[config.mk]
export PLATFORM = sky130hd
export DESIGN_NAME = uart_cmd_ctrl
export DESIGN_NICKNAME = d
export VERILOG_FILES = /design/src/rtl/uart_cmd_ctrl.sv
export SDC_FILE = /design/constraint.sdc
export NUM_CORES = 1
export LEC_CHECK = 0
export CAP_MARGIN = 0
export CORE_MARGIN = 4
export CORE_UTILIZATION = 45
export DETAILED_ROUTE_END_ITERATION = 10
export GPL_TIMING_DRIVEN = 0
export PLACE_DENSITY_LB_ADDON = 0.08
export SYNTH_ARGS = -nofsm -noshare
export SYNTH_HDL_FRONTEND = slang
export SYNTH_SLANG_ARGS = --single-unit
[constraint.sdc]
create_clock -name clk -period 3.54 [get_ports clk]
set_clock_uncertainty 0.05 [all_clocks]
set_input_delay 0.708 -clock clk [delete_from_list [all_inputs] [get_ports clk]]
set_output_delay 0.708 -clock clk [all_outputs]
set_load 0.01 [all_outputs]
[src/rtl/uart_cmd_ctrl.sv]
// uart_cmd_ctrl: byte-stream command sequencer between uart_rx and ram_block.
// Commands: 'W' addr data (RAM write), 'R' addr (RAM read into leds), 'L' data (load leds).
// Optional build macro UART_CMD_CLEAR_EN adds 'C', which zero-fills the whole RAM.
// Byte handshake: byte_valid is a level from uart_rx; a byte is taken on its rising
// edge only (one accept per high phase), with byte_data/rx_error sampled in that cycle.
module uart_cmd_ctrl #(
   parameter int          ADDR_W         = 8,
   parameter int          TIMEOUT_CYCLES = 1200000,
   parameter logic [7:0]  LED_RESET      = 8'h01
) (
   input  logic              clk,
   input  logic              reset_n,
   input  logic              byte_valid,
   input  logic [7:0]        byte_data,
   input  logic              rx_error,
   output logic              ram_we,
   output logic [ADDR_W-1:0] ram_addr,
   output logic [7:0]        ram_wdata,
   input  logic [7:0]        ram_rdata,
   output logic [7:0]        leds,
   output logic              busy,
   output logic [7:0]        err_count
);

   localparam int TW = $clog2(TIMEOUT_CYCLES + 1);

   localparam logic [7:0] CH_W = 8'h57;
   localparam logic [7:0] CH_R = 8'h52;
   localparam logic [7:0] CH_L = 8'h4C;
`ifdef UART_CMD_CLEAR_EN
   localparam logic [7:0] CH_C = 8'h43;
`endif

   localparam logic [1:0] CMD_W = 2'd0;
   localparam logic [1:0] CMD_R = 2'd1;
   localparam logic [1:0] CMD_L = 2'd2;

   typedef enum logic [2:0] {
      S_IDLE      = 3'd0,
      S_GET_ADDR  = 3'd1,
      S_GET_DATA  = 3'd2,
      S_READ_WAIT = 3'd3,
      S_READ_LOAD = 3'd4
`ifdef UART_CMD_CLEAR_EN
      ,S_CLEAR    = 3'd5
`endif
   } state_t;

   state_t          state, state_next;
   logic            valid_q;
   logic            accept;
   logic            in_read;
   logic            parse;
   logic            skid_full;
   logic [7:0]      skid_data;
   logic            skid_err;
   logic            use_skid;
   logic            eff_valid;
   logic [7:0]      eff_data;
   logic            eff_err;
   logic            eff_ok;
   logic            eff_bad;
   logic [TW-1:0]   to_cnt;
   logic            timed_out;
   logic [1:0]      cmd_q;

   // decoded actions for the datapath registers
   logic            cmd_load;
   logic [1:0]      cmd_next;
   logic            addr_load;
   logic            wr_fire;
   logic            led_load_byte;
   logic            led_load_rd;
   logic            err_inc;
`ifdef UART_CMD_CLEAR_EN
   logic            clr_start;
   logic            clr_active;
   logic [ADDR_W-1:0] clr_addr;
`endif

   assign accept   = byte_valid & ~valid_q;
   assign in_read  = (state == S_READ_WAIT) || (state == S_READ_LOAD);
   assign parse    = (state == S_GET_ADDR) || (state == S_GET_DATA);
   // A parked byte is replayed in IDLE ahead of anything arriving in the same cycle.
   assign use_skid = (state == S_IDLE) && skid_full;
`ifdef UART_CMD_CLEAR_EN
   assign eff_valid = use_skid | (accept & ~in_read & (state != S_CLEAR));
`else
   assign eff_valid = use_skid | (accept & ~in_read);
`endif
   assign eff_data  = use_skid ? skid_data : byte_data;
   assign eff_err   = use_skid ? skid_err  : rx_error;
   assign eff_ok    = eff_valid & ~eff_err;
   assign eff_bad   = eff_valid & eff_err;
   // A byte arriving on the expiry cycle wins over the timeout.
   assign timed_out = parse && (to_cnt == TW'(TIMEOUT_CYCLES - 1)) && !eff_valid;

   // Rising-edge history for byte_valid.
   always_ff @(posedge clk or negedge reset_n) begin
      if (!reset_n) valid_q <= 1'b0;
      else          valid_q <= byte_valid;
   end

   // Skid register: parks a byte that lands while a read is in flight.
   always_ff @(posedge clk or negedge reset_n) begin
      if (!reset_n) begin
         skid_full <= 1'b0;
         skid_data <= 8'h00;
         skid_err  <= 1'b0;
      end else if (accept && (in_read || use_skid)) begin
         skid_full <= 1'b1;
         skid_data <= byte_data;
         skid_err  <= rx_error;
      end else if (use_skid) begin
         skid_full <= 1'b0;
      end
   end

   // Inter-byte timeout counter, only running while a command is being parsed.
   always_ff @(posedge clk or negedge reset_n) begin
      if (!reset_n)                  to_cnt <= '0;
      else if (accept || use_skid)   to_cnt <= '0;
      else if (parse && !timed_out)  to_cnt <= to_cnt + TW'(1);
      else                           to_cnt <= '0;
   end

   // FSM state register.
   always_ff @(posedge clk or negedge reset_n) begin
      if (!reset_n) state <= S_IDLE;
      else          state <= state_next;
   end

   // FSM next-state logic.
   always_comb begin
      state_next = state;
      case (state)
         S_IDLE: begin
            if (eff_ok) begin
               case (eff_data)
                  CH_W, CH_R: state_next = S_GET_ADDR;
                  CH_L:       state_next = S_GET_DATA;
`ifdef UART_CMD_CLEAR_EN
                  CH_C:       state_next = S_CLEAR;
`endif
                  default:    state_next = S_IDLE;
               endcase
            end
         end
         S_GET_ADDR: begin
            if (eff_bad)        state_next = S_IDLE;
            else if (eff_ok)    state_next = (cmd_q == CMD_R) ? S_READ_WAIT : S_GET_DATA;
            else if (timed_out) state_next = S_IDLE;
         end
         S_GET_DATA: begin
            if (eff_valid || timed_out) state_next = S_IDLE;
         end
         S_READ_WAIT: state_next = S_READ_LOAD;
         S_READ_LOAD: state_next = S_IDLE;
`ifdef UART_CMD_CLEAR_EN
         S_CLEAR: begin
            if (clr_addr == {ADDR_W{1'b1}}) state_next = S_IDLE;
         end
`endif
         default: state_next = S_IDLE;
      endcase
   end

   // FSM output decode: per-state actions for the datapath and the busy flag.
   always_comb begin
      cmd_load      = 1'b0;
      cmd_next      = cmd_q;
      addr_load     = 1'b0;
      wr_fire       = 1'b0;
      led_load_byte = 1'b0;
      led_load_rd   = 1'b0;
      err_inc       = 1'b0;
`ifdef UART_CMD_CLEAR_EN
      clr_start     = 1'b0;
      clr_active    = 1'b0;
`endif
      busy          = (state != S_IDLE);
      case (state)
         S_IDLE: begin
            if (eff_bad) err_inc = 1'b1;
            else if (eff_ok) begin
               case (eff_data)
                  CH_W: begin cmd_load = 1'b1; cmd_next = CMD_W; end
                  CH_R: begin cmd_load = 1'b1; cmd_next = CMD_R; end
                  CH_L: begin cmd_load = 1'b1; cmd_next = CMD_L; end
`ifdef UART_CMD_CLEAR_EN
                  CH_C: clr_start = 1'b1;
`endif
                  default: err_inc = 1'b1;
               endcase
            end
         end
         S_GET_ADDR: begin
            if (eff_bad)        err_inc   = 1'b1;
            else if (eff_ok)    addr_load = 1'b1;
            else if (timed_out) err_inc   = 1'b1;
         end
         S_GET_DATA: begin
            if (eff_bad) err_inc = 1'b1;
            else if (eff_ok) begin
               if (cmd_q == CMD_W) wr_fire       = 1'b1;
               else                led_load_byte = 1'b1;
            end else if (timed_out) err_inc = 1'b1;
         end
         S_READ_LOAD: led_load_rd = 1'b1;
`ifdef UART_CMD_CLEAR_EN
         S_CLEAR: begin
            clr_active = 1'b1;
            if (accept) err_inc = 1'b1;
         end
`endif
         default: ;
      endcase
   end

   // Datapath registers: RAM port, LED register, command latch, error counter.
   always_ff @(posedge clk or negedge reset_n) begin
      if (!reset_n) begin
         ram_we    <= 1'b0;
         ram_addr  <= '0;
         ram_wdata <= 8'h00;
         leds      <= LED_RESET;
         err_count <= 8'h00;
         cmd_q     <= CMD_W;
      end else begin
         ram_we <= wr_fire;
         if (cmd_load)      cmd_q     <= cmd_next;
         if (addr_load)     ram_addr  <= eff_data[ADDR_W-1:0];
         if (wr_fire)       ram_wdata <= eff_data;
         if (led_load_byte) leds      <= eff_data;
         else if (led_load_rd) leds   <= ram_rdata;
         if (err_inc && (err_count != 8'hFF)) err_count <= err_count + 8'd1;
`ifdef UART_CMD_CLEAR_EN
         if (clr_active) begin
            ram_we    <= 1'b1;
            ram_addr  <= clr_addr;
            ram_wdata <= 8'h00;
         end
`endif
      end
   end

`ifdef UART_CMD_CLEAR_EN
   // Clear sweep address: restarts on 'C', steps once per CLEAR cycle.
   always_ff @(posedge clk or negedge reset_n) begin
      if (!reset_n)        clr_addr <= '0;
      else if (clr_start)  clr_addr <= '0;
      else if (clr_active) clr_addr <= clr_addr + {{(ADDR_W-1){1'b0}}, 1'b1};
   end
`endif

endmodule

==> summary.md <==
| Metric | Value |
|---|---|
| Routed Antenna Nets | 0 |
| Avg Inst Size Synth | 10.5 µm² |
| Fin. Hold Viols | 0 |
| Largest area contributor in the synthesized netlist | dfrtp_1 |
| Pwr dens | 468 mW/mm² |
| Main area contributors after synthesis | dfrtp_1 50%, xor2_1 4.8%, nor2_1 4.3% |
| Clock Sinks | 70 |
| Slew HR | 0.427 |
| TritonCTS clock tree | done |
| # IOs | 54 |
| CTS clk-pin slew, worst paths | 0.08 ns |
| Initial antenna violation count | 0 |
| FP Rows | 31 |
| Resized Gates After CTS | 0 |
| First-pass GRT wire length | 12,600 µm |
| Post-layout min period | 2.92 ns |
| Critical Path RT | 3.76 ns |
| Initial Utilization | 0.471 |
| Most frequent cells in the layout | 69 x dfrtp_1, 52 x clkdlybuf4s50_1, 40 x nor2_1, 28 x nand2_1 |
| Hold-fix buffers at CTS | 0 |
| Clock share of power | 0.342 |
| Worst Hold Slack | 0.429 ns |
| Critical path's slowest cell | nor4_2 |
| Sw Pwr | 0.533 mW |
| Area of the die | 0.00919 mm² |
| Fin. max-slew vios | 0 |
| Post-CTS setup buffers | 0 |
| Clk Latency, worst-skew pair | 0.34 ns |
| Hold WC Path Type | input pin to asynchronous set/reset pin |
| Die Y | 95.9 µm |
| Filler cells | 680 |
| Layout Nets | 416 |
| Worst-Margin Slew | 0.859 ns |
| Largest net degree at the start of global routing | 71 |
| Port Buffers | 53 |
| Unrepaired setup endpoints after global routing | no |
| Syn-to-layout area delta | 24.9% |
| Worst EP arrival | 3.14 ns |
| Synth cell types | 60 |
| Placed Cells | 482 |
| FF+latch count, synth | 70 |
| Status | completed |
| Sw Share | 0.263 |
| Via Count | 2,629 |
| Fin crit share | 0.826 |
| Primary FF master, synth | dfrtp_1 |
| Mapped Cells | 330 |
| Hpwl dp | 5620 µm |
| GPL Wtd Cong | 0.821 |
| Post-route insts no fill | 498 |
| Via density per instance | 5.28 |
| Register share of total power | 0.475 |
| CTS H-Tree Depth | 3 |
| # DRC | 0 |
| CTS Root Buffer Type | clkbuf_8 |
| Combinational Power Share | 0.183 |
| Pwr Total | 2.03 mW |
| YS warnings | 0 |
| Post-synth ARST share | 1.00 |
| Routed WL | 7710 µm |
| Crit. End Element | register |
| Setup CP Type | register to register |
| Total Routing Usage GR | 0.181 |
| Share of post-route cells with drive strength above 1 | 0.130 |
| Post-synth EDFFs | 0 |
| First-pass DRT Iterations | 4 |
| Most common cell after layout, fill and taps aside | dfrtp_1 |
| Post-Syn Nets | 352 |
| Remaining Overflow, GRT | 0 |
| Synth top area share | 0.497 |
| Critical path fanouts, max | 10 |
| # setup viols final | 0 |
| Clock Tree Buf Depth | 2 |
| Vias in the first global route | 2,598 |
| Crit-path cells | buf_4 > nor4b_4 > mux2i_1 > nand3_2 > nor4_2 > buf_2 > nor2_1 > a21oi_1 |
| Post-Route Utilization | 0.589 |
| Core area | 0.00737 mm² |
| Routed WL per cell | 15.5 µm |
| Internal power | 1.50 mW |
| Max VDD drop | 0.000325 V |
| Leakage Power | 1.85 nW |
| Part of the Yosys area used for sequential elements | 0.505 |
| Max_cap viols | 0 |
| Max stage delay on crit path | 0.70 ns |
| Die width | 95.9 µm |
| Synth Cell Area | 0.00347 mm² |
| DR iter-0 viols | 123 |
| Peak Freq | 342 MHz |
| Number of buffers created by CTS | 9 |
| Crit start category | register |
| N_diodes | 0 |
-- flip-flops by register name (all words and copies together) (netlist names) --
register and cells:
cmd_q 2, err_count 8, leds 8, ram_addr 8, ram_wdata 8, ram_we 1, skid_data 8, skid_err 1
skid_full 1, state 3, to_cnt 21, valid_q 1
-- stage by stage --
stage          TNS [ns]  cell area (µm²)  worst slack (ns)
2_1_floorplan         0             3470             0.980
3_3_place_gp     -48.81             4130            -0.712
3_5_place_dp          0             4130             0.400
4_1_cts               0             4340             0.628
5_1_grt               0             4340             0.452
6_report              0             4340             0.617
-- logic make-up (layout without fill, tap and decap cells) --
family / Yosys count / count (layout) / share of synthesized area
mux: 21 / 21 / 0.0681
flops: 70 / 70 / 0.505
compound gates: 59 / 59 / 0.114
xor+xnor: 23 / 23 / 0.0580
buf+inv: 18 / 87 / 0.0338
simple gates: 137 / 137 / 0.214
fa+ha+maj: 2 / 2 / 0.00720
-- critical path: cells and delay by family, from the launching register on --
kind                   cells  cell delay (ns)
and+or+nand+nor            4             1.45
buffers and inverters      2             0.52
DFF                        1             0.36
muxes                      1             0.37
AOI/OAI and AO/OA          1             0.10
-- power groups by stage --
stage                     sequential, mW  clock [mW]  combinational, mW
final                              0.964       0.694              0.371
after global routing               0.981       0.744              0.407
after CTS                          0.966       0.715              0.378
after detailed placement           0.981           0              0.375
after global placement             0.980           0              0.373
after floorplan                    0.999           0              0.135
-- cell type report --
class | instances | area [µm²] | area share
Tap cell | 99 | 124 | 0.0285
Clock inverter | 7 | 88.8 | 0.0205
Clock buffer | 9 | 124 | 0.0285
Inverter | 6 | 22.5 | 0.00519
Multi-Input combinational cell | 242 | 1600 | 0.370
Timing Repair Buffer | 53 | 528 | 0.122
Buffer | 12 | 95.1 | 0.0219
Sequential cell | 70 | 1750 | 0.404
-- synth_stat cells (2+ instances only) --
cell and number:
o211ai_1 2, nor2b_1 4, xor2_1 19, ha_1 2, mux2_2 11, nand2_1 28
a221o_1 8, clkbuf_1 3, nand3b_1 3, o21ai_0 19, nor4b_1 4, and4_1 2
inv_1 6, and3_1 5, a21oi_1 13, nor3_1 2, nand4b_1 2, mux2i_1 9
or3_1 5, buf_4 2, nand2b_1 4, dfrtp_1 69, nand4_1 7, buf_6 4
xnor2_1 4, and3b_1 2, a21boi_0 3, nor2_1 40, nand3_1 16, buf_2 2
-- per-layer routing --
layer / track usage / vias up / routed length [µm]
met3: 0.0461 / 9 / 319
met1: 0.229 / 1268 / 3470
met4: 0.0616 / 0 / 111
met5: 0 / - / 0
met2: 0.301 / 47 / 3810
li1: - / 1305 / -
-- worst paths after layout --
kind                                         startpoint                       end  slack (ns)  cells past startpoint
worst max-delay path               state[0]$_DFFE_PN0P_  ram_wdata[6]$_DFFE_PN0P_        0.62                      8
worst min-delay path                            reset_n     skid_full$_DFFE_PN0P_        0.43                      1
worst max register to register     state[0]$_DFFE_PN0P_  ram_wdata[6]$_DFFE_PN0P_        0.62                      8
worst min register to register  ram_addr[2]$_DFFE_PN0P_   ram_addr[2]$_DFFE_PN0P_        0.43                      2
max in group asynchronous                       reset_n      to_cnt[18]$_DFF_PN0_        2.45                      1
min in group clk                ram_addr[2]$_DFFE_PN0P_   ram_addr[2]$_DFFE_PN0P_        0.43                      2
No activity file was read; power rests on OpenSTA's default activity.
